File: config.mk
export PLATFORM = sky130hd
export DESIGN_NAME = sb_rx_deser_framer_flat
export DESIGN_NICKNAME = d
export VERILOG_FILES = /design/src/rtl/sb_rx_deser_framer_pkg.sv /design/src/rtl/sb_rx_deser_framer_if.sv /design/src/rtl/sb_rx_deser_framer_fifo.sv /design/src/rtl/sb_rx_deser_framer.sv /design/src/flat_wrapper.sv
export SDC_FILE = /design/constraint.sdc
export NUM_CORES = 1
export LEC_CHECK = 0
export CAP_MARGIN = 20
export CORE_MARGIN = 4
export CORE_UTILIZATION = 68
export CTS_CLUSTER_DIAMETER = 40
export DETAILED_ROUTE_END_ITERATION = 12
export DONT_BUFFER_PORTS = 1
export HOLD_SLACK_MARGIN = 0.02
export PLACE_DENSITY_LB_ADDON = 0.05
export SLEW_MARGIN = 10
export SYNTH_ARGS = -nofsm -noshare
export SYNTH_HDL_FRONTEND = slang
export SYNTH_SLANG_ARGS = --single-unit
File: constraint.sdc
create_clock -name i_clk -period 5.8 [get_ports i_clk]
set_input_delay 0 -clock i_clk [delete_from_list [all_inputs] [get_ports i_clk]]
set_output_delay 0 -clock i_clk [all_outputs]
set_load 0.01 [all_outputs]
File: src/rtl/sb_rx_deser_framer_pkg.sv
// ---------------------------------------------------------------------------
// sb_rx_pkg
// Shared types and default constants for the sideband receive deserializer /
// framer slice.
//   sb_rx_state_e : framer state encoding (IDLE, SHIFT, GAP, RESYNC)
//   SB_DATA_W     : default bits per sideband frame
//   SB_MIN_GAP    : default idle cycles required between frames
//   SB_FIFO_DEPTH : default output word buffer depth
// ---------------------------------------------------------------------------
package sb_rx_pkg;

    typedef enum logic [1:0] {
        IDLE   = 2'd0,
        SHIFT  = 2'd1,
        GAP    = 2'd2,
        RESYNC = 2'd3
    } sb_rx_state_e;

    localparam int SB_DATA_W     = 64;
    localparam int SB_MIN_GAP    = 32;
    localparam int SB_FIFO_DEPTH = 4;

endpackage : sb_rx_pkg

File: src/rtl/sb_rx_deser_framer_if.sv
// ---------------------------------------------------------------------------
// sb_rx_deser_framer_if
// Parallel word output stream of the framer (valid/ready plus occupancy).
//   o_data  : head-of-FIFO word
//   o_valid : FIFO not empty
//   i_ready : consumer accepts o_data (pop when o_valid & i_ready)
//   o_level : current FIFO occupancy
// master modport = framer side, slave modport = consumer side.
// ---------------------------------------------------------------------------
interface sb_rx_deser_framer_if
    import sb_rx_pkg::*;
#(
    parameter int DATA_W     = SB_DATA_W,
    parameter int FIFO_DEPTH = SB_FIFO_DEPTH
) ();

    logic [DATA_W-1:0]             o_data;
    logic                          o_valid;
    logic                          i_ready;
    logic [$clog2(FIFO_DEPTH):0]   o_level;

    modport master (
        output o_data,
        output o_valid,
        output o_level,
        input  i_ready
    );

    modport slave (
        input  o_data,
        input  o_valid,
        input  o_level,
        output i_ready
    );

endinterface : sb_rx_deser_framer_if

File: src/rtl/sb_rx_deser_framer_fifo.sv
// ---------------------------------------------------------------------------
// sb_rx_sync_fifo
// Single-clock word buffer between the framer and the consumer.
//   i_clk, i_rst_n : clock, asynchronous active-low reset
//   i_push, i_push_data : write request and word
//   i_pop          : read request (ignored while empty)
//   o_pop_data     : head word, forced to zero while empty
//   o_full, o_empty, o_level : occupancy status
// A push while full is dropped unless a pop happens in the same cycle.
// ---------------------------------------------------------------------------
module sb_rx_sync_fifo #(
    parameter int DATA_W = 64,
    parameter int DEPTH  = 4
) (
    input  logic                       i_clk,
    input  logic                       i_rst_n,
    input  logic                       i_push,
    input  logic [DATA_W-1:0]          i_push_data,
    input  logic                       i_pop,
    output logic [DATA_W-1:0]          o_pop_data,
    output logic                       o_full,
    output logic                       o_empty,
    output logic [$clog2(DEPTH):0]     o_level
);

    localparam int PTR_W = $clog2(DEPTH);
    localparam int LVL_W = PTR_W + 1;

    logic [DATA_W-1:0] mem_q [DEPTH];
    logic [PTR_W-1:0]  wr_ptr_q, wr_ptr_d;
    logic [PTR_W-1:0]  rd_ptr_q, rd_ptr_d;
    logic [LVL_W-1:0]  level_q,  level_d;
    logic              do_push,  do_pop;

    assign o_full     = (level_q == LVL_W'(DEPTH));
    assign o_empty    = (level_q == '0);
    assign o_level    = level_q;
    assign o_pop_data = o_empty ? '0 : mem_q[rd_ptr_q];

    // Pointers are power-of-two wide, so natural overflow gives the wrap.
    // A full FIFO still accepts a push when the head is leaving that cycle.
    always_comb begin
        do_pop   = i_pop & ~o_empty;
        do_push  = i_push & (~o_full | do_pop);
        wr_ptr_d = do_push ? wr_ptr_q + PTR_W'(1) : wr_ptr_q;
        rd_ptr_d = do_pop  ? rd_ptr_q + PTR_W'(1) : rd_ptr_q;
        level_d  = level_q;
        case ({do_push, do_pop})
            2'b10:   level_d = level_q + LVL_W'(1);
            2'b01:   level_d = level_q - LVL_W'(1);
            default: level_d = level_q;
        endcase
    end

    always_ff @(posedge i_clk or negedge i_rst_n) begin
        if (!i_rst_n) begin
            wr_ptr_q <= '0;
            rd_ptr_q <= '0;
            level_q  <= '0;
        end else begin
            wr_ptr_q <= wr_ptr_d;
            rd_ptr_q <= rd_ptr_d;
            level_q  <= level_d;
        end
    end

    // Storage needs no reset: the empty flag masks stale entries.
    always_ff @(posedge i_clk) begin
        if (do_push) begin
            mem_q[wr_ptr_q] <= i_push_data;
        end
    end

endmodule : sb_rx_sync_fifo

File: src/rtl/sb_rx_deser_framer.sv
// ---------------------------------------------------------------------------
// sb_rx_deser_framer
// Deserializes a qualified sideband bit stream into DATA_W-bit frames,
// enforces frame length and inter-frame gap, and buffers good words.
//   i_clk, i_rst_n        : clock, asynchronous active-low reset
//   i_ser_data/i_ser_valid: serial bit and its qualifier, first bit -> MSB
//   out (master)          : o_data/o_valid/i_ready/o_level word stream
//   o_err_short           : frame ended before DATA_W bits
//   o_err_long            : more than DATA_W consecutive valid bits
//   o_err_gap             : new frame started before MIN_GAP idle cycles
//   o_overflow            : good word dropped because the FIFO was full
// Error pulses are registered, one cycle after the offending input cycle.
// ---------------------------------------------------------------------------
module sb_rx_deser_framer
    import sb_rx_pkg::*;
#(
    parameter int DATA_W     = SB_DATA_W,
    parameter int FIFO_DEPTH = SB_FIFO_DEPTH,
    parameter int MIN_GAP    = SB_MIN_GAP
) (
    input  logic                   i_clk,
    input  logic                   i_rst_n,
    input  logic                   i_ser_data,
    input  logic                   i_ser_valid,
    sb_rx_deser_framer_if.master   out,
    output logic                   o_err_short,
    output logic                   o_err_long,
    output logic                   o_err_gap,
    output logic                   o_overflow
);

    localparam int BIT_CNT_W = $clog2(DATA_W + 1);
    localparam int GAP_CNT_W = $clog2(MIN_GAP + 1);
    localparam logic [BIT_CNT_W-1:0] BIT_FULL = BIT_CNT_W'(DATA_W);
    localparam logic [GAP_CNT_W-1:0] GAP_DONE = GAP_CNT_W'(MIN_GAP);

    sb_rx_state_e          state_q,     state_d;
    logic [BIT_CNT_W-1:0]  bit_cnt_q,   bit_cnt_d;
    logic [GAP_CNT_W-1:0]  gap_cnt_q,   gap_cnt_d;
    logic [DATA_W-1:0]     sr_q,        sr_d;
    logic                  err_short_q, err_short_d;
    logic                  err_long_q,  err_long_d;
    logic                  err_gap_q,   err_gap_d;
    logic                  overflow_q,  overflow_d;
    logic [GAP_CNT_W-1:0]  gap_inc;
    logic                  push;
    logic                  fifo_full;
    logic                  fifo_empty;

    // Framer next-state logic. Idle cycles are counted in both GAP and
    // RESYNC; the cycle that ends a frame already counts as the first idle
    // cycle, so exactly MIN_GAP idle cycles separate accepted frames.
    always_comb begin
        state_d     = state_q;
        bit_cnt_d   = bit_cnt_q;
        gap_cnt_d   = gap_cnt_q;
        sr_d        = sr_q;
        err_short_d = 1'b0;
        err_long_d  = 1'b0;
        err_gap_d   = 1'b0;
        push        = 1'b0;
        gap_inc     = (gap_cnt_q == GAP_DONE) ? gap_cnt_q
                                              : gap_cnt_q + GAP_CNT_W'(1);
        case (state_q)
            IDLE: begin
                if (i_ser_valid) begin
                    sr_d      = DATA_W'(i_ser_data);
                    bit_cnt_d = BIT_CNT_W'(1);
                    state_d   = SHIFT;
                end
            end
            SHIFT: begin
                if (i_ser_valid) begin
                    if (bit_cnt_q == BIT_FULL) begin
                        err_long_d = 1'b1;
                        gap_cnt_d  = '0;
                        bit_cnt_d  = '0;
                        state_d    = RESYNC;
                    end else begin
                        sr_d      = {sr_q[DATA_W-2:0], i_ser_data};
                        bit_cnt_d = bit_cnt_q + BIT_CNT_W'(1);
                    end
                end else begin
                    gap_cnt_d = GAP_CNT_W'(1);
                    bit_cnt_d = '0;
                    if (bit_cnt_q == BIT_FULL) begin
                        push    = 1'b1;
                        state_d = (MIN_GAP <= 1) ? IDLE : GAP;
                    end else begin
                        err_short_d = 1'b1;
                        state_d     = (MIN_GAP <= 1) ? IDLE : RESYNC;
                    end
                end
            end
            GAP: begin
                if (i_ser_valid) begin
                    err_gap_d = 1'b1;
                    gap_cnt_d = '0;
                    state_d   = RESYNC;
                end else begin
                    gap_cnt_d = gap_inc;
                    if (gap_inc == GAP_DONE) begin
                        state_d = IDLE;
                    end
                end
            end
            RESYNC: begin
                if (i_ser_valid) begin
                    gap_cnt_d = '0;
                end else begin
                    gap_cnt_d = gap_inc;
                    if (gap_inc == GAP_DONE) begin
                        state_d = IDLE;
                    end
                end
            end
            default: begin
                state_d   = RESYNC;
                gap_cnt_d = '0;
            end
        endcase
        overflow_d = push & fifo_full & ~out.i_ready;
    end

    // Framer registers and registered error pulses. Reset lands in RESYNC
    // so a full idle gap is needed before the first frame.
    always_ff @(posedge i_clk or negedge i_rst_n) begin
        if (!i_rst_n) begin
            state_q     <= RESYNC;
            bit_cnt_q   <= '0;
            gap_cnt_q   <= '0;
            sr_q        <= '0;
            err_short_q <= 1'b0;
            err_long_q  <= 1'b0;
            err_gap_q   <= 1'b0;
            overflow_q  <= 1'b0;
        end else begin
            state_q     <= state_d;
            bit_cnt_q   <= bit_cnt_d;
            gap_cnt_q   <= gap_cnt_d;
            sr_q        <= sr_d;
            err_short_q <= err_short_d;
            err_long_q  <= err_long_d;
            err_gap_q   <= err_gap_d;
            overflow_q  <= overflow_d;
        end
    end

    sb_rx_sync_fifo #(
        .DATA_W (DATA_W),
        .DEPTH  (FIFO_DEPTH)
    ) u_fifo (
        .i_clk       (i_clk),
        .i_rst_n     (i_rst_n),
        .i_push      (push),
        .i_push_data (sr_q),
        .i_pop       (out.i_ready),
        .o_pop_data  (out.o_data),
        .o_full      (fifo_full),
        .o_empty     (fifo_empty),
        .o_level     (out.o_level)
    );

    assign out.o_valid = ~fifo_empty;
    assign o_err_short = err_short_q;
    assign o_err_long  = err_long_q;
    assign o_err_gap   = err_gap_q;
    assign o_overflow  = overflow_q;

endmodule : sb_rx_deser_framer

File: src/flat_wrapper.sv
// flat-port wrapper written by rule: the top's interface ports become plain ports
module sb_rx_deser_framer_flat import sb_rx_pkg::*;
#(
    parameter int DATA_W     = SB_DATA_W,
    parameter int FIFO_DEPTH = SB_FIFO_DEPTH,
    parameter int MIN_GAP    = SB_MIN_GAP
)
  (i_clk, i_rst_n, i_ser_data, i_ser_valid, o_err_short, o_err_long, o_err_gap, o_overflow, out_o_data, out_o_valid, out_o_level, out_i_ready);
  sb_rx_deser_framer_if #(.DATA_W(DATA_W), .FIFO_DEPTH(FIFO_DEPTH)) out_i ();
  input  logic i_clk;
  input  logic i_rst_n;
  input  logic i_ser_data;
  input  logic i_ser_valid;
  output logic o_err_short;
  output logic o_err_long;
  output logic o_err_gap;
  output logic o_overflow;
  output wire logic [$bits(out_i.o_data)-1:0] out_o_data;
  output wire logic [$bits(out_i.o_valid)-1:0] out_o_valid;
  output wire logic [$bits(out_i.o_level)-1:0] out_o_level;
  input wire logic [$bits(out_i.i_ready)-1:0] out_i_ready;
  assign out_o_data = out_i.o_data;
  assign out_o_valid = out_i.o_valid;
  assign out_o_level = out_i.o_level;
  assign out_i.i_ready = out_i_ready;
  sb_rx_deser_framer #(.DATA_W(DATA_W), .FIFO_DEPTH(FIFO_DEPTH), .MIN_GAP(MIN_GAP)) u_core (.i_clk(i_clk), .i_rst_n(i_rst_n), .i_ser_data(i_ser_data), .i_ser_valid(i_ser_valid), .out(out_i), .o_err_short(o_err_short), .o_err_long(o_err_long), .o_err_gap(o_err_gap), .o_overflow(o_overflow));
endmodule
======== Yosys cells after proc, flatten, opt, wreduce, memory -nomap -nowiden ========
Memory sizes are Yosys's and may differ from the RTL's.
Cells that the tools add are included.
W data, S select, Z words.
cells by class
  $add $sub $neg .......................... 6
  eq/ne operators ......................... 14
  muxes and demuxes ....................... 35
  bitwise logic cells ..................... 8
  reduce and logical (&&, ||, !) cells .... 10
operator list
  cell                   number
  $mux W64               4
  $pmux W64 S2           1
  $mux W6                4
  $mux W7                3
  $pmux W7 S2            1
  $mux W1                13
  $eq A6 B6 Y1 const B   2
  $mux W2                6
  $pmux W6 S2            1
  $ne A2 B2 Y1 const B   4
  $pmux W2 S4            1
  $add A7 B1 Y7 const B  1
  $eq A7 B7 Y1 const B   1
  $add A6 B1 Y6 const B  1
  $eq A2 B2 Y1 const B   3
  $pmux W3 S2            1
  $reduce_bool A2 Y1     3
  $add A2 B1 Y2 const B  2
  $and A1 B1 Y1          4
  $eq A2 B1 Y1 const B   2
  $reduce_and A2 Y1      2
  $reduce_and A4 Y1      1
  $add A3 B1 Y3 const B  1
  $eq A3 B3 Y1 const B   1
  8 further kinds        10
word-level totals
  register bits ........................... 90
  memory bits (writable) .................. 256
  bits of input ports ..................... 5
  memories ................................ 1
memories
  name                 depth  bits a word  read ports  clocked after Yosys merged registers in  wr ports  line                           RTL
  u_core.u_fifo.mem_q  4      64           1           0                                        1         sb_rx_deser_framer_fifo.sv:29  logic [DATA_W-1:0] mem_q [DEPTH];

======== Longest topological paths before layout ========
  depth after elaboration ................. 7
  gate-level depth with buffers ........... 12
  depth with buffers taken out ............ 12

======== By module ========
Synthesis repeated with hierarchy kept, for this count alone.
unflattened totals
  cells, all modules ...................... 846
  area, all modules ....................... 13740.7 µm²
modules (own cells, without submodules)
  module              instances  cells each  area an instance (µm²)  seq. area each (µm²)
  sb_rx_sync_fifo     1          459         10156.0                 7862.5
  sb_rx_deser_framer  1          387         3584.7                  2079.5

======== Worst setup path after synthesis ========
OpenSTA, ideal clock, no wires.
  path type ............................... reg-to-reg
  from .................................... register u_core.bit_cnt_q[0]
  to ...................................... memory u_core.u_fifo.mem_q[0][0], enable pin
  setup time .............................. 0.429 ns
  arrival time ............................ 2.905 ns
  data required time ...................... 5.371 ns
  slack ................................... 2.466 ns
  stages on the path, launching flop included .. 7
  period minus slack after synthesis ...... 3.334 ns
  cells stage by stage .................... dfrtp_1 -> inv_1 -> ha_1 -> nor4b_2 -> nand2_1 -> nor4_4 -> and2_1
on the way
  word-level cells in the longest chain between the ends .. 7
RTL lines
  item                           line                           RTL
  start, declared                sb_rx_deser_framer.sv:38       logic [BIT_CNT_W-1:0] bit_cnt_q, bit_cnt_d;
  start signal, assigned         sb_rx_deser_framer.sv:139      bit_cnt_q <= bit_cnt_d;
  $eq A7 B7 Y1                   sb_rx_deser_framer.sv:86       if (bit_cnt_q == BIT_FULL) begin
  $mux W1                        sb_rx_deser_framer.sv:86
  $mux W1                        sb_rx_deser_framer.sv:73       if (i_ser_valid) begin
  $mux W1                        sb_rx_deser_framer.sv:64       case (state_q)
  $and A1 B1 Y1                  sb_rx_deser_framer_fifo.sv:44  do_push = i_push & (~o_full | do_pop);
  $mux W1                        sb_rx_deser_framer_fifo.sv:69  if (do_push) begin
  $mux W1 (implied by the code)  sb_rx_deser_framer_fifo.sv:70  mem_q[wr_ptr_q] <= i_push_data;
  end, declared                  sb_rx_deser_framer_fifo.sv:29
No other way between the ends.

======== Worst setup path in the final report ========
  from .................................... register u_core.u_fifo.rd_ptr_q[0]
  to ...................................... output out_o_data[63]
on the way
  word-level cells in the longest chain between the ends .. 2
RTL lines
  item                    line                           RTL
  start, declared         sb_rx_deser_framer_fifo.sv:31  logic [PTR_W-1:0] rd_ptr_q, rd_ptr_d;
  start signal, assigned  sb_rx_deser_framer_fifo.sv:62  rd_ptr_q <= rd_ptr_d;
  $mem_v2 Z4 W64          -
  $mux W64                sb_rx_deser_framer_fifo.sv:38  assign o_pop_data = o_empty ? '0 : mem_q[rd_ptr_q];
  end, declared           flat_wrapper.sv:18             output wire logic [$bits(out_i.o_data)-1:0] out_o_data;
No other way between the ends.

==> summary.md <==
| Metric | Value |
|---|---|
| Post-layout min period | 2.93 ns |
| DRC | 0 |
| Area contributors post-synth | edfxtp_1 (57%), dfrtp_1 (16%), mux4_2 (11%), and2_1 (3.2%), nand2_1 (2.5%) |
| Status | completed |
| Clk root buf | clkbuf_16 |
| Starting Density | 0.694 |
| Clock sinks | 346 |
| Port Buffer Count | 0 |
| Share of layout cells above drive strength 1 | 0.167 |
| Max-cap viol count | 0 |
| CTS clk-pin slew, worst paths | 0.06 ns |
| Initial DRC Count | 412 |
| Diode count | 0 |
| Avg WL per Cell | around 22 um |
| Crit path kind | flip-flop to primary output |
| Max-slew violations | 0 |
| Ys Warns | 0 |
| First-pass GRT wire length | 38500 um |
| Layout overhead on the synthesized area | 10.2% |
| Commonest non-fill, non-tap cells in the layout | edfxtp_1 (256), nand2_1 (91), dfrtp_1 (86), and2_1 (65), mux4_2 (64) |
| Worst EP arrival | a little under 3 ns |
| Antenna violations before repair | 0 |
| CP Data Required Time | ~5.8 ns |
| Routed Antenna Nets | 0 |
| Worst-Margin Slew | 1.10 ns |
| Total number of vias | approximately 6700 |
| Fillcell total | ~1100 |
| Number of synthesized flops with an enable pin | around 260 |
| I/O Pins | 77 |
| Setup TNS | 0 ns |
| CP max FO | 36 |
| Highest clock rate | 342 MHz |
| Area share of the leading cell type in the synthesized netlist | 0.565 |
| Setup crit end kind | primary output |
| Worst path max stage delay | just under 0.9 ns |
| Synth Register Bits | roughly 350 |
| Synthesized instance count | 789 |
| All-Layer GR Usage | 0.225 |
| Normalized max-slew margin | 0.265 |
| CP Cell Sequence | buf_4, mux4_2, and2_1 |
| Placed wire-length estimate | 12500 um |
| Clock latency on the worst-skew pair | between 0.5 and 0.6 ns |
| Core ar. | 19600 um^2 |
| Leak | between 4 and 5 nW |
| Synthesized Nets | 804 |
| Worst Skew | 0.00860 ns |
| Hold WC Path Type | input port to asynchronous set/reset pin |
| RSZ-0062 raised after global routing | false |
| Die footprint | ~22000 um^2 |
| Num CTS Buffers | 37 |
| WL final | ~24000 um |
| Vias in the first global route | 7044 |
| WHS | approximately 0.08 ns |
| DR pass1 iterations | 5 |
| Main synth FF type | edfxtp_1 |
| Ys async rst share | 0.260 |
| Nets | 807 |
| R2r startpoint | u_core.bit_cnt_q[0]$_DFFE_PN0P_ |
| Capturing point of the worst reg2reg path | u_core.u_fifo.mem_q[3][26]$_DFFE_PP_ |
| Power Total | 5.80 mW |
| Post-CTS setup buffers | 0 |
| Post-synthesis cell type count | 53 |
| Die Y | between 100 and 150 um |
| Fin crit share | 0.505 |
| Seq/Total Area, Yosys | 0.731 |
| Maximum vdd drop | around 0.25 mV |
| CP Launch Type | flip-flop |
| Area of the multi-input gates | 3390 um^2 |
| CTS tree | built |
| Die width | between 100 and 150 um |
| Top cell type by total area after synthesis | edfxtp_1 |
| Setup-failing EPs final | 0 |
| Slowest CP cell | dfrtp_4 |
| Most common cell after layout, fill and taps aside | edfxtp_1 |
| H-tree levels | 2 |
| Largest net degree at the start of global routing | ~110 |
| Mean Syn Cell Area | ~17 um^2 |
| Via/cell ratio | 6.13 |
| # hold bufs at CTS | 5 |
| Max Root-Sink Buffers | 3 |
| Fin. Hold Viols | 0 |
| Grt ovf | 0 |
| Storage cell area | 9950 um^2 |
| Worst Reg-to-Reg Cells | 6 |
| Post-CTS sizing | 0 |
| GP Congestion | 0.804 |
| Reg2Reg Setup Slack | 2.92 ns |
| Synthesized area | about 14000 um^2 |
| Cell row count | 51 |
| Pwr dens | ~390 nW/um^2 |
-- worst max-delay path, delay by kind of cell, from the launching register on --
kind	cells	cell delay, ns
and+or+nand+nor	1	0.21
DFF	1	0.89
buffers and inverters	1	0.65
muxes	1	0.63
-- flip-flops by register name, indices dropped and copies added (netlist names) --
name	flops
u_core.u_fifo.wr_ptr_q	2
u_core.state_q	2
u_core.u_fifo.o_level	3
u_core.o_err_long	1
u_core.gap_cnt_q	6
u_core.bit_cnt_q	7
u_core.o_err_gap	1
u_core.o_overflow	1
u_core.u_fifo.rd_ptr_q	2
u_core.o_err_short	1
u_core.sr_q	64
u_core.u_fifo.mem_q	256
-- Yosys cell counts (all sizes together) (2+ instances only) --
| cell type | count |
|---|---|
| clkbuf | 17 |
| nand4bb | 2 |
| a31oi | 4 |
| mux2 | 2 |
| nor4b | 2 |
| a22o | 24 |
| xor2 | 3 |
| edfxtp | 256 |
| a21oi | 6 |
| xnor2 | 8 |
| nand2 | 91 |
| nor3 | 4 |
| dfstp | 2 |
| nor2 | 11 |
| dfrtp | 88 |
| a21o | 2 |
| o21ai | 47 |
| nor2b | 3 |
| or3 | 3 |
| ha | 9 |
| mux4 | 64 |
| and3 | 4 |
| buf | 27 |
| nand3 | 4 |
| nand2b | 2 |
| nor4 | 3 |
| inv | 15 |
| and2 | 69 |
-- metal layers --
layer  share of wire  vias up  routed length, um  GRT usage
met5               0        -                  0          0
met4           0.017        0                406     0.0590
met3           0.059       33               1410     0.0547
met2            0.52      185              12300      0.380
met1            0.41     3436               9590      0.301
li1                -     3007                  -          -
-- layout make-up --
type / instances / area share
Clock inverter: 20 / 0.00936
Timing Repair Buffer: 8 / 0.00602
Clock buffer: 48 / 0.0681
Tap cell: 265 / 0.0221
Inverter: 15 / 0.00376
Multi-Input combinational cell: 384 / 0.226
Sequential cell: 346 / 0.664
-- worst max-delay path by stage --
stage          slack, ns                             startpoint  cells after the start                                    to
2_1_floorplan       2.47        u_core.bit_cnt_q[0]$_DFFE_PN0P_                      6   u_core.u_fifo.mem_q[0][0]$_DFFE_PP_
3_3_place_gp        3.01        u_core.bit_cnt_q[0]$_DFFE_PN0P_                      6  u_core.u_fifo.mem_q[3][28]$_DFFE_PP_
3_5_place_dp        2.94        u_core.bit_cnt_q[0]$_DFFE_PN0P_                      6  u_core.u_fifo.mem_q[3][26]$_DFFE_PP_
4_1_cts             2.77  u_core.u_fifo.rd_ptr_q[0]$_DFFE_PN0P_                      3                        out_o_data[63]
5_1_grt             2.63  u_core.u_fifo.rd_ptr_q[0]$_DFFE_PN0P_                      3                        out_o_data[63]
6_report            2.87  u_core.u_fifo.rd_ptr_q[0]$_DFFE_PN0P_                      3                        out_o_data[63]
-- per-stage QoR --
| step | area, um^2 | utilization | worst slack (ns) | instances |
|---|---|---|---|---|
| floorplan | 13600 | - | 2.47 | 789 |
| global placement | 13700 | 0.702 | 3.01 | 1013 |
| detailed placement | 13700 | 0.702 | 2.94 | 1013 |
| CTS | 15000 | 0.765 | 2.77 | 1086 |
| global route | 15000 | 0.765 | 2.63 | 1086 |
| finish | 15000 | 0.765 | 2.87 | 1086 |
-- power breakdown --
part / internal, mW / leakage, nW / switching, mW
sequential: 2.67 / 3.08 / 0.142
clock: 1.30 / 0.567 / 0.917
combinational: 0.329 / 0.959 / 0.448
total: 4.29 / 4.60 / 1.51
-- logic make-up after synthesis --
family	count (synthesis)	synth area share
and+or+nand+nor	202	0.0768
buffers and inverters	59	0.0208
xor gates and xnor gates	11	0.00709
AOI/OAI and AO/OA	95	0.0463
muxes	66	0.108
DFF	346	0.731
adders and majority gates	10	0.00976
Note: power is estimated with default switching activity, not from simulation.
